**src/rtl/vga_pkg.sv**
```systemverilog
// Timing constants for the 640x480@60 VGA raster and the shared coordinate width.
package vga_pkg;

    localparam int H_ACTIVE = 640;
    localparam int H_FP     = 16;
    localparam int H_SYNC   = 96;
    localparam int H_BP     = 48;

    localparam int V_ACTIVE = 480;
    localparam int V_FP     = 10;
    localparam int V_SYNC   = 2;
    localparam int V_BP     = 33;

    localparam int H_TOTAL  = H_ACTIVE + H_FP + H_SYNC + H_BP;
    localparam int V_TOTAL  = V_ACTIVE + V_FP + V_SYNC + V_BP;

    localparam int COORD_W  = 10;

endpackage

```
**src/rtl/vga_axis_counter.sv**
```systemverilog
// Modulo-TOTAL counter for one raster axis. Reset parks it on the last count
// so the first enabled edge lands on 0. wrap flags an enabled edge at TOTAL-1.
module vga_axis_counter
    import vga_pkg::*;
#(
    parameter int TOTAL = H_TOTAL
) (
    input  logic               clk_in,
    input  logic               rst,
    input  logic               en,
    output logic [COORD_W-1:0] cnt,
    output logic               wrap
);

    localparam logic [COORD_W-1:0] LAST = COORD_W'(TOTAL - 1);
    localparam logic [COORD_W-1:0] ONE  = COORD_W'(1);

    assign wrap = en && (cnt == LAST);

    // Count up on enable, wrapping from TOTAL-1 straight to 0.
    always_ff @(posedge clk_in) begin
        if (rst) begin
            cnt <= LAST;
        end else if (en) begin
            cnt <= wrap ? '0 : cnt + ONE;
        end
    end

endmodule

```
**src/rtl/vga_timing_gen.sv**
```systemverilog
// VGA raster timing: horizontal/vertical counters plus syncs, active-video
// flag and line/frame strobes. Every decoded output is registered from the
// counters' next values so it lines up with x/y in the same cycle.
module vga_timing_gen
    import vga_pkg::*;
#(
    parameter int H_ACTIVE_P  = H_ACTIVE,
    parameter int H_FP_P      = H_FP,
    parameter int H_SYNC_P    = H_SYNC,
    parameter int H_BP_P      = H_BP,
    parameter int V_ACTIVE_P  = V_ACTIVE,
    parameter int V_FP_P      = V_FP,
    parameter int V_SYNC_P    = V_SYNC,
    parameter int V_BP_P      = V_BP,
    parameter bit SYNC_ACTIVE = 1'b0
) (
    input  logic               clk_in,
    input  logic               rst,
    input  logic               pix_ce,
    output logic               hsync,
    output logic               vsync,
    output logic               video_on,
    output logic [COORD_W-1:0] x,
    output logic [COORD_W-1:0] y,
    output logic               line_start,
    output logic               frame_start
);

    localparam int HT = H_ACTIVE_P + H_FP_P + H_SYNC_P + H_BP_P;
    localparam int VT = V_ACTIVE_P + V_FP_P + V_SYNC_P + V_BP_P;

    generate
        if (HT > 1024 || VT > 1024) begin : g_total_too_big
            $error("vga_timing_gen: raster total exceeds 10-bit counter range");
        end
    endgenerate

    localparam logic [COORD_W-1:0] H_LAST   = COORD_W'(HT - 1);
    localparam logic [COORD_W-1:0] V_LAST   = COORD_W'(VT - 1);
    localparam logic [COORD_W-1:0] H_VIS    = COORD_W'(H_ACTIVE_P);
    localparam logic [COORD_W-1:0] V_VIS    = COORD_W'(V_ACTIVE_P);
    localparam logic [COORD_W-1:0] HS_FIRST = COORD_W'(H_ACTIVE_P + H_FP_P);
    localparam logic [COORD_W-1:0] HS_LAST  = COORD_W'(H_ACTIVE_P + H_FP_P + H_SYNC_P - 1);
    localparam logic [COORD_W-1:0] VS_FIRST = COORD_W'(V_ACTIVE_P + V_FP_P);
    localparam logic [COORD_W-1:0] VS_LAST  = COORD_W'(V_ACTIVE_P + V_FP_P + V_SYNC_P - 1);
    localparam logic [COORD_W-1:0] ONE      = COORD_W'(1);

    logic [COORD_W-1:0] h;
    logic [COORD_W-1:0] v;
    logic               h_wrap;
    logic               v_wrap;
    logic               v_en;
    logic [COORD_W-1:0] h_next;
    logic [COORD_W-1:0] v_next;

    assign v_en = pix_ce & h_wrap;

    vga_axis_counter #(.TOTAL(HT)) u_h_cnt (
        .clk_in (clk_in),
        .rst    (rst),
        .en     (pix_ce),
        .cnt    (h),
        .wrap   (h_wrap)
    );

    vga_axis_counter #(.TOTAL(VT)) u_v_cnt (
        .clk_in (clk_in),
        .rst    (rst),
        .en     (v_en),
        .cnt    (v),
        .wrap   (v_wrap)
    );

    // Mirror the counters' next values so the decode below tracks them exactly.
    always_comb begin
        h_next = h;
        v_next = v;
        if (rst) begin
            h_next = H_LAST;
            v_next = V_LAST;
        end else begin
            if (pix_ce) begin
                h_next = h_wrap ? '0 : h + ONE;
            end
            if (v_en) begin
                v_next = v_wrap ? '0 : v + ONE;
            end
        end
    end

    // Registered decode of syncs, active area and the one-cycle strobes.
    always_ff @(posedge clk_in) begin
        if (rst) begin
            hsync       <= !SYNC_ACTIVE;
            vsync       <= !SYNC_ACTIVE;
            video_on    <= 1'b0;
            line_start  <= 1'b0;
            frame_start <= 1'b0;
        end else begin
            hsync       <= (h_next >= HS_FIRST && h_next <= HS_LAST) ? SYNC_ACTIVE : !SYNC_ACTIVE;
            vsync       <= (v_next >= VS_FIRST && v_next <= VS_LAST) ? SYNC_ACTIVE : !SYNC_ACTIVE;
            video_on    <= (h_next < H_VIS) && (v_next < V_VIS);
            line_start  <= pix_ce && (h_next == '0);
            frame_start <= pix_ce && (h_next == '0) && (v_next == '0);
        end
    end

    assign x = h;
    assign y = v;

endmodule
```
**config.mk**
```make
export PLATFORM = sky130hd
export DESIGN_NAME = vga_timing_gen
export DESIGN_NICKNAME = d
export VERILOG_FILES = /design/src/rtl/vga_pkg.sv /design/src/rtl/vga_axis_counter.sv /design/src/rtl/vga_timing_gen.sv
export SDC_FILE = /design/constraint.sdc
export NUM_CORES = 1
export LEC_CHECK = 0
export BUFFER_PORTS_ARGS = -buffer_cell sky130_fd_sc_hd__buf_2
export CAP_MARGIN = 20
export CORE_ASPECT_RATIO = 1.5
export CORE_MARGIN = 4
export CORE_UTILIZATION = 25
export DETAILED_ROUTE_END_ITERATION = 6
export PLACE_DENSITY = 0.55
export SLEW_MARGIN = 20
export SYNTH_ARGS = -nofsm -noshare
export SYNTH_HDL_FRONTEND = slang
export SYNTH_SLANG_ARGS = --single-unit
export TNS_END_PERCENT = 30
```
**constraint.sdc**
```tcl
create_clock -name clk_in -period 5.4 [get_ports clk_in]
set_input_delay 1.08 -clock clk_in [delete_from_list [all_inputs] [get_ports clk_in]]
set_output_delay 1.08 -clock clk_in [all_outputs]
set_load 0.05 [all_outputs]
```
# Word-level counts from Yosys, hierarchy flattened
# Cells that the tools add are included.
totals:
  regBits: 25
  latch_bits: 0
  output_inout_bits: 25
  in_bits: 3
  word_cells: 35
  ramBits: 0
  mem_bits_ro: 0
  mem_count: 0
classes:
  eq_ne: 2
  add_sub_neg: 2
  n_lt_le_gt_ge: 6
  n_bitwise: 1
  muxes: 8
  div_mod_pow: 0
  mul: 0
  n_shift: 0
  n_reduce_logical: 9
ops:
  columns: ["op", "count"]
  rows:
  - ["two-way mux 10 bit", 6]
  - ["adder 10 x 1 -> 10 bit, second input constant", 2]
  - ["equality test 10 bit, second input constant", 2]
  - ["logical NOT 10 bit", 2]
  - [">= comparator 10 bit, second input constant", 1]
  - [">= comparator 10 x 9 -> 1 bit, second input constant", 1]
  - ["<= comparator 10 bit, second input constant", 1]
  - ["<= comparator 10 x 9 -> 1 bit, second input constant", 1]
  - ["< comparator 10 bit, second input constant", 1]
  - ["< comparator 10 x 9 -> 1 bit, second input constant", 1]
  - ["logical AND 1 bit", 7]
  - ["two-way mux 1 bit", 2]
  - ["bitwise AND 1 bit", 1]

# Depth between registers and ports, before layout
# Gate-level depths: netlist of the first run.
logic_depth:
  ltp_word: 10
  depth_mapped: 8
  mapped_depth_nobuf: 8

# Cells and area by module
# A second synthesis of the first run with hierarchy kept.
unflattened:
  hier_cells: 208
  area_unflattened_um2: 1726.7
by_module_without_submodules:
  columns: ["mod", "area_each_um2", "instances", "cells_each", "seq_area_each_um2"]
  rows:
  - ["vga_timing_gen", 673.1, 1, 93, 100.1]
  - ["vga_axis_counter (u_v_cnt)", 544.3, 1, 58, 200.2]
  - ["vga_axis_counter (u_h_cnt)", 509.2, 1, 57, 200.2]

# Least setup slack after synthesis of the first run
# No wires, ideal clock.
synth_path:
  path_type: "input-to-reg"
  from: "in pix_ce"
  to: "reg frame_start"
  path_stages: 6
  path_buffers: 0
  setup_ns: 0.079
  path_slack_ns: 2.846
  t_arrival_ns: 2.475
  t_required_ns: 5.321
  path_cell_list: "and4_1 > or3_1 > a2111o_1 > nor4_1 > nand3b_1 > a211oi_2"
synth_via:
  elab_chain_len: 8
  word_cells_on_any_way: 13
  classes_between: "mux (6); bitwise (1); reduce/logical (6)"
synth_rtl:
  columns: ["element", "line_no", "text"]
  rows:
  - ["start: declaration", "vga_timing_gen.sv:19", "input logic pix_ce,"]
  - ["logical AND 1 bit", "vga_axis_counter.sv:18", "assign wrap = en && (cnt == LAST);"]
  - ["bitwise AND 1 bit", "vga_timing_gen.sv:56", "assign v_en = pix_ce & h_wrap;"]
  - ["logical AND 1 bit", "vga_axis_counter.sv:18", null]
  - ["two-way mux 10 bit", "vga_timing_gen.sv:86", "v_next = v_wrap ? '0 : v + ONE;"]
  - ["two-way mux 10 bit", null, null]
  - ["two-way mux 10 bit", "vga_timing_gen.sv:78", "if (rst) begin"]
  - ["logical NOT 10 bit", "vga_timing_gen.sv:104", "frame_start <= pix_ce && (h_next == '0) && (v_next == '0);"]
  - ["logical AND 1 bit (*)", "vga_timing_gen.sv:104", null]
  - ["end signal: assignment", "vga_timing_gen.sv:104", null]
  - ["end: declaration", "vga_timing_gen.sv:26", "output logic frame_start"]
# Every way passes the cells marked *; elsewhere a longest branch is shown, timed or not.
# A chain may end at the register's enable or synchronous reset.

# Final worst setup path of the first run
layout_path:
  from: "in pix_ce"
  to: "reg frame_start"
layout_via:
  word_cells_on_any_way: 13
  classes_between: "mux (6); bitwise (1); reduce/logical (6)"
layout_rtl:
  columns: ["element", "line_no", "text"]
  rows:
  - ["logical AND 1 bit", "vga_axis_counter.sv:18", null]
  - ["two-way mux 10 bit", "vga_timing_gen.sv:83", "h_next = h_wrap ? '0 : h + ONE;"]
  - ["two-way mux 10 bit (*) (2 in series)", null, null]
  - ["net h_next[1]", "vga_timing_gen.sv:53", "logic [COORD_W-1:0] h_next;"]
  - ["logical NOT 10 bit (*)", "vga_timing_gen.sv:104", null]
  - ["logical AND 1 bit (*) (2 in series)", "vga_timing_gen.sv:104", null]
# The timed path passes the listed nets; every way through them passes the cells marked *.

==> metrics.md, run 1 <==
| Metric | Value |
|---|---|
| Status | complete, no violations |
| Clk pwr share | 0.221 |
| Hpwl dp | 2.71 mm |
| Slew headroom | 0.596 |
| Worst Min Path Start | u_h_cnt.cnt[0]$_DFF_P_ |
| Worst r2r path cells | 7 |
| Clock root cell | clkbuf_8 |
| Top cell type's share of synthesized area | 0.361 |
| Maximum fanout along the worst path | 11 |
| Net Count, Synth | ~160 |
| Slowest stage delay, CP | roughly 0.50 ns |
| Measured slew at the worst slew-check pin | roughly 0.59 ns |
| Share of power burned in registers | 0.432 |
| Avg Inst Size Synth | a little under 9 um2 |
| First-pass GRT wire length | 5.86 mm |
| YS warnings | 0 |
| Vias in the first global route | roughly 1,200 |
| Vert. Die Dim | 99.2 um |
| Min-Delay Path Class | reg2reg |
| Synth Area in Simple Gates | 0.296 |
| Die Width | 68.8 um |
| Clock tree buffer depth | 2 |
| Final hold violation count | 0 |
| CTS sink cnt | 25 |
| Setup Viol. Count Final | 0 |
| Num ports | 28 |
| WP data arrival | about 3 ns |
| Reg clk slew, reported paths | 0.09 ns |
| Final WL | 3.48 mm |
| Standard-cell row count | 33 |
| Post-DR vias/cell | around 4.9 |
| Worst-Skew Late Latency | 0.27 ns |
| Pleak | slightly above 0.6 nW |
| # port buffers | 27 |
| Hold Path Stages | 1 |
| H-tree levels | 1 |
| Worst hold margin | approximately 0.58 ns |
| Synth top area cells | dfxtp_1 36%, xor2_1 6.3%, xnor2_1 5.0% |
| Gp weighted congestion | 0.776 |
| Met3 Wirelength | 158 um |
| # diodes | 0 |
| Critical Path Source Type | primary input |
| Area leader, netlist | dfxtp_1 |
| Post-synthesis xor/xnor area fraction | 0.114 |
| CTS Hold Bufs | 0 |
| Sw Share | 0.404 |
| Antenna viol nets, final | 0 |
| Largest net degree at the start of global routing | 16 |
| Post-synth ARST share | 0 |
| # resized after CTS | 0 |
| Maxcap violations | 0 |
| Combinational family with the most area after synthesis | simple AND/OR/NAND/NOR gates |
| Synth Area in Compound Gates | 0.149 |
| Initial antenna violation count | 0 |
| Crit-path cells | buf_2 -> nand3_1 -> nor3_4 -> o21ai_1 -> nor4_1 -> nand3b_1 -> a211oi_2 |
| Flop-to-flop setup slack | roughly 3 ns |
| CTS tree | done |
| Final min period | roughly 2.7 ns |
| Fillcell total | 601 |
| RSZ-0062 raised after global routing | false |
| Final Non-Filler Cells | 251 |
| DR iter-0 viols | 26 |
| Core Box Area | 5410 um2 |
| Max Freq | 0.366 GHz |
| Combinational Power Share | 0.347 |
| Final Skew | 0.00365 ns |
| Post-CTS Setup Repair Bufs | 0 |
| M1 WL | between 1 and 1.5 mm |
| GRT Total Usage | 0.110 |
| Max Slew Vio Count | 0 |
| Fraction of layout cells with a size suffix above 1 | 0.215 |
| Period Utilization, post-route | 0.505 |
| Setup CP Type | in2reg |
| Cell Pwr Density | between 300 and 400 nW/um2 |
| Worst path slowest cell | nor3_4 |
| Number of enable flip-flop cells after synthesis | 0 |
| Internal Power | 0.308 mW |
| Cell Area, Synth | 1390 um2 |
| Worst Setup End Kind | flop |
| Worst VDD drop | 124 uV |
| Yosys reg bits | 25 |
| Die outline area | 6830 um2 |
| Placed Instances | approximately 250 |
| Via count | 1,233 |
| Drt pass-1 iters | 4 |
| DR DRC count | 0 |
| TritonCTS buffer count | 3 |
| Setup TNS | 0 ns |
| R2R Path End | frame_start$_SDFF_PP0_ |
| Adder-cell share of the synthesized area | 0.0271 |
| Total power | 0.517 mW |
| Met2 wire len | 1.87 mm |
| Mapped Cells | 157 |
| Highest routed layer | met4 |
| Switching pwr | 0.209 mW |
| Initial Util | 0.257 |
| WHS Endpoint | u_h_cnt.cnt[0]$_DFF_P_ |
| WL/cell | 13.9 um |
| Grt ovf | 0 |
| Post-synthesis sequential area ratio | 0.361 |
| CP required | 5.59 ns |
| RR Startpoint | u_h_cnt.cnt[0]$_DFF_P_ |
| Post-synth cell types | 47 |
| Ys flop type | dfxtp_1 |
| Final net count | between 150 and 200 |
| Mux share of post-synthesis cell area | 0.00812 |
| Layout area overhead | 16.6% |
| Commonest non-fill, non-tap cell in the layout | buf_2 |
| Commonest non-fill, non-tap cells in the layout | 27 x buf_2, 25 x dfxtp_1, 14 x nor2_1 |
==> synthesized netlist by cell type, types with 2 or more instances <==
cell type   n
clkbuf_1    2
xnor2_1     8
o31ai_1     3
buf_2       3
ha_1        3
o21bai_1    4
nor2_1     14
inv_1       6
or3_1       2
and4_1      2
o211ai_1    2
o21a_1      2
a21o_1      3
nand4_1     8
nand2b_1    3
and3_1      2
nand2_1     7
nor3_1      6
nand3_1     9
dfxtp_1    25
xor2_1     10
a21oi_1     5
nor4_1      4
==> flip-flops by register name (all words and copies together), names as in the netlist <==
signal       cells
line_start       1
vsync            1
u_h_cnt.cnt     10
video_on         1
frame_start      1
u_v_cnt.cnt     10
hsync            1
==> worst max-delay path by stage <==
stage | start | to | slack (ns) | depth (start not counted)
3_3_place_gp | pix_ce | frame_start$_SDFF_PP0_ | 2.40 | 7
4_1_cts | pix_ce | frame_start$_SDFF_PP0_ | 2.60 | 7
2_1_floorplan | pix_ce | frame_start$_SDFF_PP0_ | 2.85 | 6
6_report | pix_ce | frame_start$_SDFF_PP0_ | 2.67 | 7
5_1_grt | pix_ce | frame_start$_SDFF_PP0_ | 2.45 | 7
3_5_place_dp | pix_ce | frame_start$_SDFF_PP0_ | 2.33 | 7
==> cells by family after synthesis <==
logic type	after synthesis
and+or+nand+nor	69
AOI/OAI and AO/OA	28
DFF	25
xor gates and xnor gates	18
buffers and inverters	13
adders and majority gates	3
muxes	1
==> area by class of cell <==
class | count | area, um2 | share of cell area
clock buffers | 3 | 41.3 | 0.0255
clock inverters | 1 | 7.51 | 0.00464
inverters | 6 | 22.5 | 0.0139
multi-input cells | 119 | 823 | 0.509
flip-flops and latches | 25 | 500 | 0.309
well taps | 70 | 87.6 | 0.0541
repair buffers | 27 | 135 | 0.0835
==> power groups by stage <==
| stage | logic [mW] | clock network, mW | registers (mW) |
|---|---|---|---|
| global placement | 0.180 | 0 | 0.228 |
| global route | 0.196 | 0.128 | 0.227 |
| floorplan | 0.0971 | 0 | 0.270 |
| detailed placement | 0.181 | 0 | 0.228 |
| CTS | 0.182 | 0.121 | 0.224 |
| finish | 0.179 | 0.114 | 0.223 |
==> routing by layer <==
| metal | global-route usage | vias to the layer above |
|---|---|---|
| met3 | 0.0158 | 2 |
| met5 | 0 | - |
| li1 | - | 621 |
| met2 | 0.197 | 21 |
| met1 | 0.133 | 589 |
| met4 | 0.0270 | 0 |
==> stage by stage <==
step                area (um2)   util  worst slack [ns]
floorplan                 1390      -              2.85
global placement          1570  0.290              2.40
detailed placement        1570  0.290              2.33
CTS                       1620  0.299              2.60
global route              1620  0.299              2.45
finish                    1620  0.299              2.67
==> worst max-delay path, delay by kind of cell <==
family	cells	cell delay [ns]
and+or+nand+nor	4	1.39
AOI/OAI and AO/OA	2	0.31
buffers and inverters	1	0.14
Power figures use the tool's default switching activity.
==> run 2: changes to the inputs <==
--- a/config.mk
+++ b/config.mk
@@ -5,6 +5,7 @@
 export SDC_FILE = /design/constraint.sdc
 export NUM_CORES = 1
 export LEC_CHECK = 0
+export ABC_AREA = 1
 export BUFFER_PORTS_ARGS = -buffer_cell sky130_fd_sc_hd__buf_2
 export CAP_MARGIN = 20
 export CORE_ASPECT_RATIO = 1.5
==> constraint.sdc (replaced) <==
create_clock -name clk_in -period 2.3 [get_ports clk_in]
set_input_delay 0.46 -clock clk_in [delete_from_list [all_inputs] [get_ports clk_in]]
set_output_delay 0.46 -clock clk_in [all_outputs]
set_load 0.05 [all_outputs]
==> run 2 against run 1 <==
Net effect:
- largest cell class unchanged
- clock skew increased by 0.0031 ns
- sequential share of layout area decreased by 4.4 points
- worst hold slack got worse by 0.077 ns
- critical path type is now reg2reg
- critical endpoint is now vsync$_SDFF_PP1_
==> metrics.md, run 2 <==
| Metric | Value |
|---|---|
| Die outline area | 7770 um2 (+14%) |
| Drt pass-1 iters | 4 (unchanged) |
| Maxcap violations | 0 (unchanged) |
| Count leader, synth | nand2_1 |
| Setup TNS | 0 ns (unchanged) |
| Top cell type's share of synthesized area | 0.313 (-0.0479) |
| Fillcell total | 694 (+15%) |
| Cell Pwr Density | 697 nW/um2 (+120%) |
| Final net count | 296 (+57%) |
| Total power | 1.31 mW (+150%) |
| Final hold violation count | 0 (unchanged) |
| Vert. Die Dim | 106 um (+6.8%) |
| RSZ-0062 raised after global routing | false |
| Num ports | 28 (unchanged) |
| Final Non-Filler Cells | 363 (+45%) |
| Initial antenna violation count | 0 (unchanged) |
| Area leader, netlist | dfxtp_1 |
| Grt ovf | 0 (unchanged) |
| Internal Power | 0.735 mW (+140%) |
| Final Skew | 0.00678 ns (+0.00312 ns) |
| GRT Total Usage | 0.119 (+0.00944) |
| Post-synthesis sequential area ratio | 0.313 (-0.0479) |
| Setup CP Type | reg2reg |
| Crit-path leading delay family | simple AND/OR/NAND/NOR gates |
| Worst VDD drop | 250 uV (+100%) |
| Largest net degree at the start of global routing | 16 (unchanged) |
| Clock root cell | clkbuf_8 |
| Clk pwr share | 0.212 (-0.009) |
| Fraction of layout cells with a size suffix above 1 | 0.190 (-0.0252) |
| CP required | 2.45 ns (-3.14 ns) |
| Post-DR vias/cell | 4.55 (-7.5%) |
| Switching pwr | 0.578 mW (+180%) |
| Largest regs | u_h_cnt.cnt: 10 flops, u_v_cnt.cnt: 10 flops |
| Ys flop type | dfxtp_1 |
| Worst path slowest cell | dfxtp_1 |
| Period Utilization, post-route | 0.855 |
| Most frequent cells after synthesis | 73 x nand2_1, 38 x inv_1, 37 x nor2_1 |
| Crit-path cells | ha_1 -> nand3_2 -> nor2_4 -> nand2_2 -> a21oi_1 -> nand2_1 -> nor3_1 -> nand3_1 |
| Flop-to-flop setup slack | 0.33 ns (-2.65 ns) |
| Register area | 500 um2 (unchanged) |
| Layout area overhead | 17.7% |
| Hold Path Stages | 2 (+1) |
| TritonCTS buffer count | 3 (unchanged) |
| Max Freq | slightly above 0.5 GHz |
| Reg clk slew, reported paths | 0.10 ns (about the same) |
| YS warnings | 0 (unchanged) |
| Net Count, Synth | 263 (+61%) |
| Min-Delay Path Class | in2reg |
| Post-CTS Setup Repair Bufs | 0 (unchanged) |
| Yosys reg bits | 25 (unchanged) |
| RR Startpoint | u_h_cnt.cnt[1]$_DFF_P_ |
| Slowest stage delay, CP | 0.38 ns (-0.12 ns) |
| # port buffers | 27 (unchanged) |
| Slew headroom | 0.676 (+0.0796) |
| Combinational Power Share | 0.397 (+0.050) |
| Pleak | 1.02 nW (+66%) |
| Clock tree buffer depth | 2 (unchanged) |
| WP buf/inv | 0 (-1) |
| Placed Instances | 359 (+45%) |
| Post-synth cell types | 27 (-43%) |
| DR DRC count | 0 (unchanged) |
| Initial Util | 0.259 (+0.00263) |
| CTS Hold Bufs | 0 (unchanged) |
| Status | complete, no violations |
| Sw Share | 0.440 (+0.0365) |
| # diodes | 0 (unchanged) |
| # resized after CTS | 0 (unchanged) |
| Setup Viol. Count Final | 0 (unchanged) |
| Commonest non-fill, non-tap cell in the layout | nand2_1 |
| CTS sink cnt | 25 (unchanged) |
| Die Width | 73.3 um (+6.5%) |
| WL/cell | 12.7 um (-8.8%) |
| Hpwl dp | 3.74 mm (+38%) |
| Post-synth ARST share | 0 (unchanged) |
| Via count | 1,650 (+34%) |
| Worst r2r path cells | 8 (+1) |
| Maximum fanout along the worst path | 11 (unchanged) |
| First-pass GRT wire length | 7.32 mm (+25%) |
| H-tree levels | 1 (unchanged) |
| Measured slew at the worst slew-check pin | 0.486 ns (-0.105 ns) |
| WP data arrival | 2.12 ns (-0.80 ns) |
| Worst Min Path Start | rst |
| R2R Path End | vsync$_SDFF_PP1_ |
| Avg Inst Size Synth | 6.23 um2 (-30%) |
| Commonest non-fill, non-tap cells in the layout | 73 x nand2_1, 38 x inv_1, 37 x nor2_1 |
| WHS Endpoint | u_h_cnt.cnt[6]$_DFF_P_ |
| DR iter-0 viols | 95 (+270%) |
| Synth top area cells | dfxtp_1 31%, nand2_1 17%, nand3_1 9.7% |
| Area taken by multi-input logic gates | 908 um2 (+10%) |
| CTS tree | done |
| Antenna viol nets, final | 0 (unchanged) |
| Worst hold margin | 0.504 ns (-0.0769 ns) |
| Final WL | 4.59 mm (+32%) |
| Standard-cell row count | 35 (+6.1%) |
| Worst Setup End Kind | flop |
| Cell Area, Synth | 1600 um2 (+15%) |
| Number of enable flip-flop cells after synthesis | 0 (unchanged) |
| Core Box Area | 6170 um2 (+14%) |
| Final min period | 1.97 ns |
| Gp weighted congestion | 0.875 (+13%) |
| Vias in the first global route | 1,583 (+30%) |
| Max Slew Vio Count | 0 (unchanged) |
| Share of power burned in registers | 0.391 (-0.041) |
| Critical Path Source Type | flop |
| Mapped Cells | 257 (+64%) |
| Worst-Skew Late Latency | 0.27 ns (about the same) |
==> run 2: worst max path at each step <==
stage	start	end	slack, ns	cells past startpoint
floorplan	u_h_cnt.cnt[0]$_DFF_P_	vsync$_SDFF_PP1_	0.22	11
global placement	pix_ce	vsync$_SDFF_PP1_	0.31	8
detailed placement	pix_ce	vsync$_SDFF_PP1_	0.30	8
CTS	u_h_cnt.cnt[1]$_DFF_P_	vsync$_SDFF_PP1_	0.34	8
global route	u_h_cnt.cnt[1]$_DFF_P_	frame_start$_SDFF_PP0_	0.15	11
finish	u_h_cnt.cnt[1]$_DFF_P_	vsync$_SDFF_PP1_	0.33	8
==> run 2: kinds of logic after synthesis <==
logic type	count (synthesis)	share of synthesized area
buf+inv	47	0.120
compound gates	11	0.0414
xor+xnor	3	0.0164
flops	25	0.313
fa+ha+maj	3	0.0235
simple gates	168	0.486
==> run 2: area by class of cell <==
class                           count  share of cell area
Tap cell                           74              0.0491
Clock buffer                        3              0.0219
Multi-Input combinational cell    185               0.482
Timing Repair Buffer               32              0.0916
Sequential cell                    25               0.266
Clock inverter                      1             0.00398
Inverter                           43              0.0857
==> run 2: metrics by stage <==
stage                     setup WS (ns)  area, um2  utilization
after floorplan                   0.217       1600            -
after global placement            0.310       1840        0.297
after detailed placement          0.300       1840        0.297
after CTS                         0.338       1880        0.305
after global routing              0.154       1880        0.305
final                             0.335       1880        0.305
==> run 2: routing by layer <==
metal | part of all wire | vias up | track usage
met1 | 0.43 | 735 | 0.143
met2 | 0.52 | 34 | 0.214
met4 | 0.027 | 0 | 0.0492
li1 | - | 873 | -
met5 | 0 | - | 0
met3 | 0.027 | 8 | 0.00662
==> run 2: power groups by stage <==
| stage | clock (mW) | sequential, mW | combinational, mW |
|---|---|---|---|
| after floorplan | 0 | 0.638 | 0.285 |
| after global placement | 0 | 0.525 | 0.518 |
| after detailed placement | 0 | 0.524 | 0.523 |
| after CTS | 0.290 | 0.514 | 0.525 |
| after global routing | 0.300 | 0.520 | 0.581 |
| final | 0.278 | 0.513 | 0.522 |
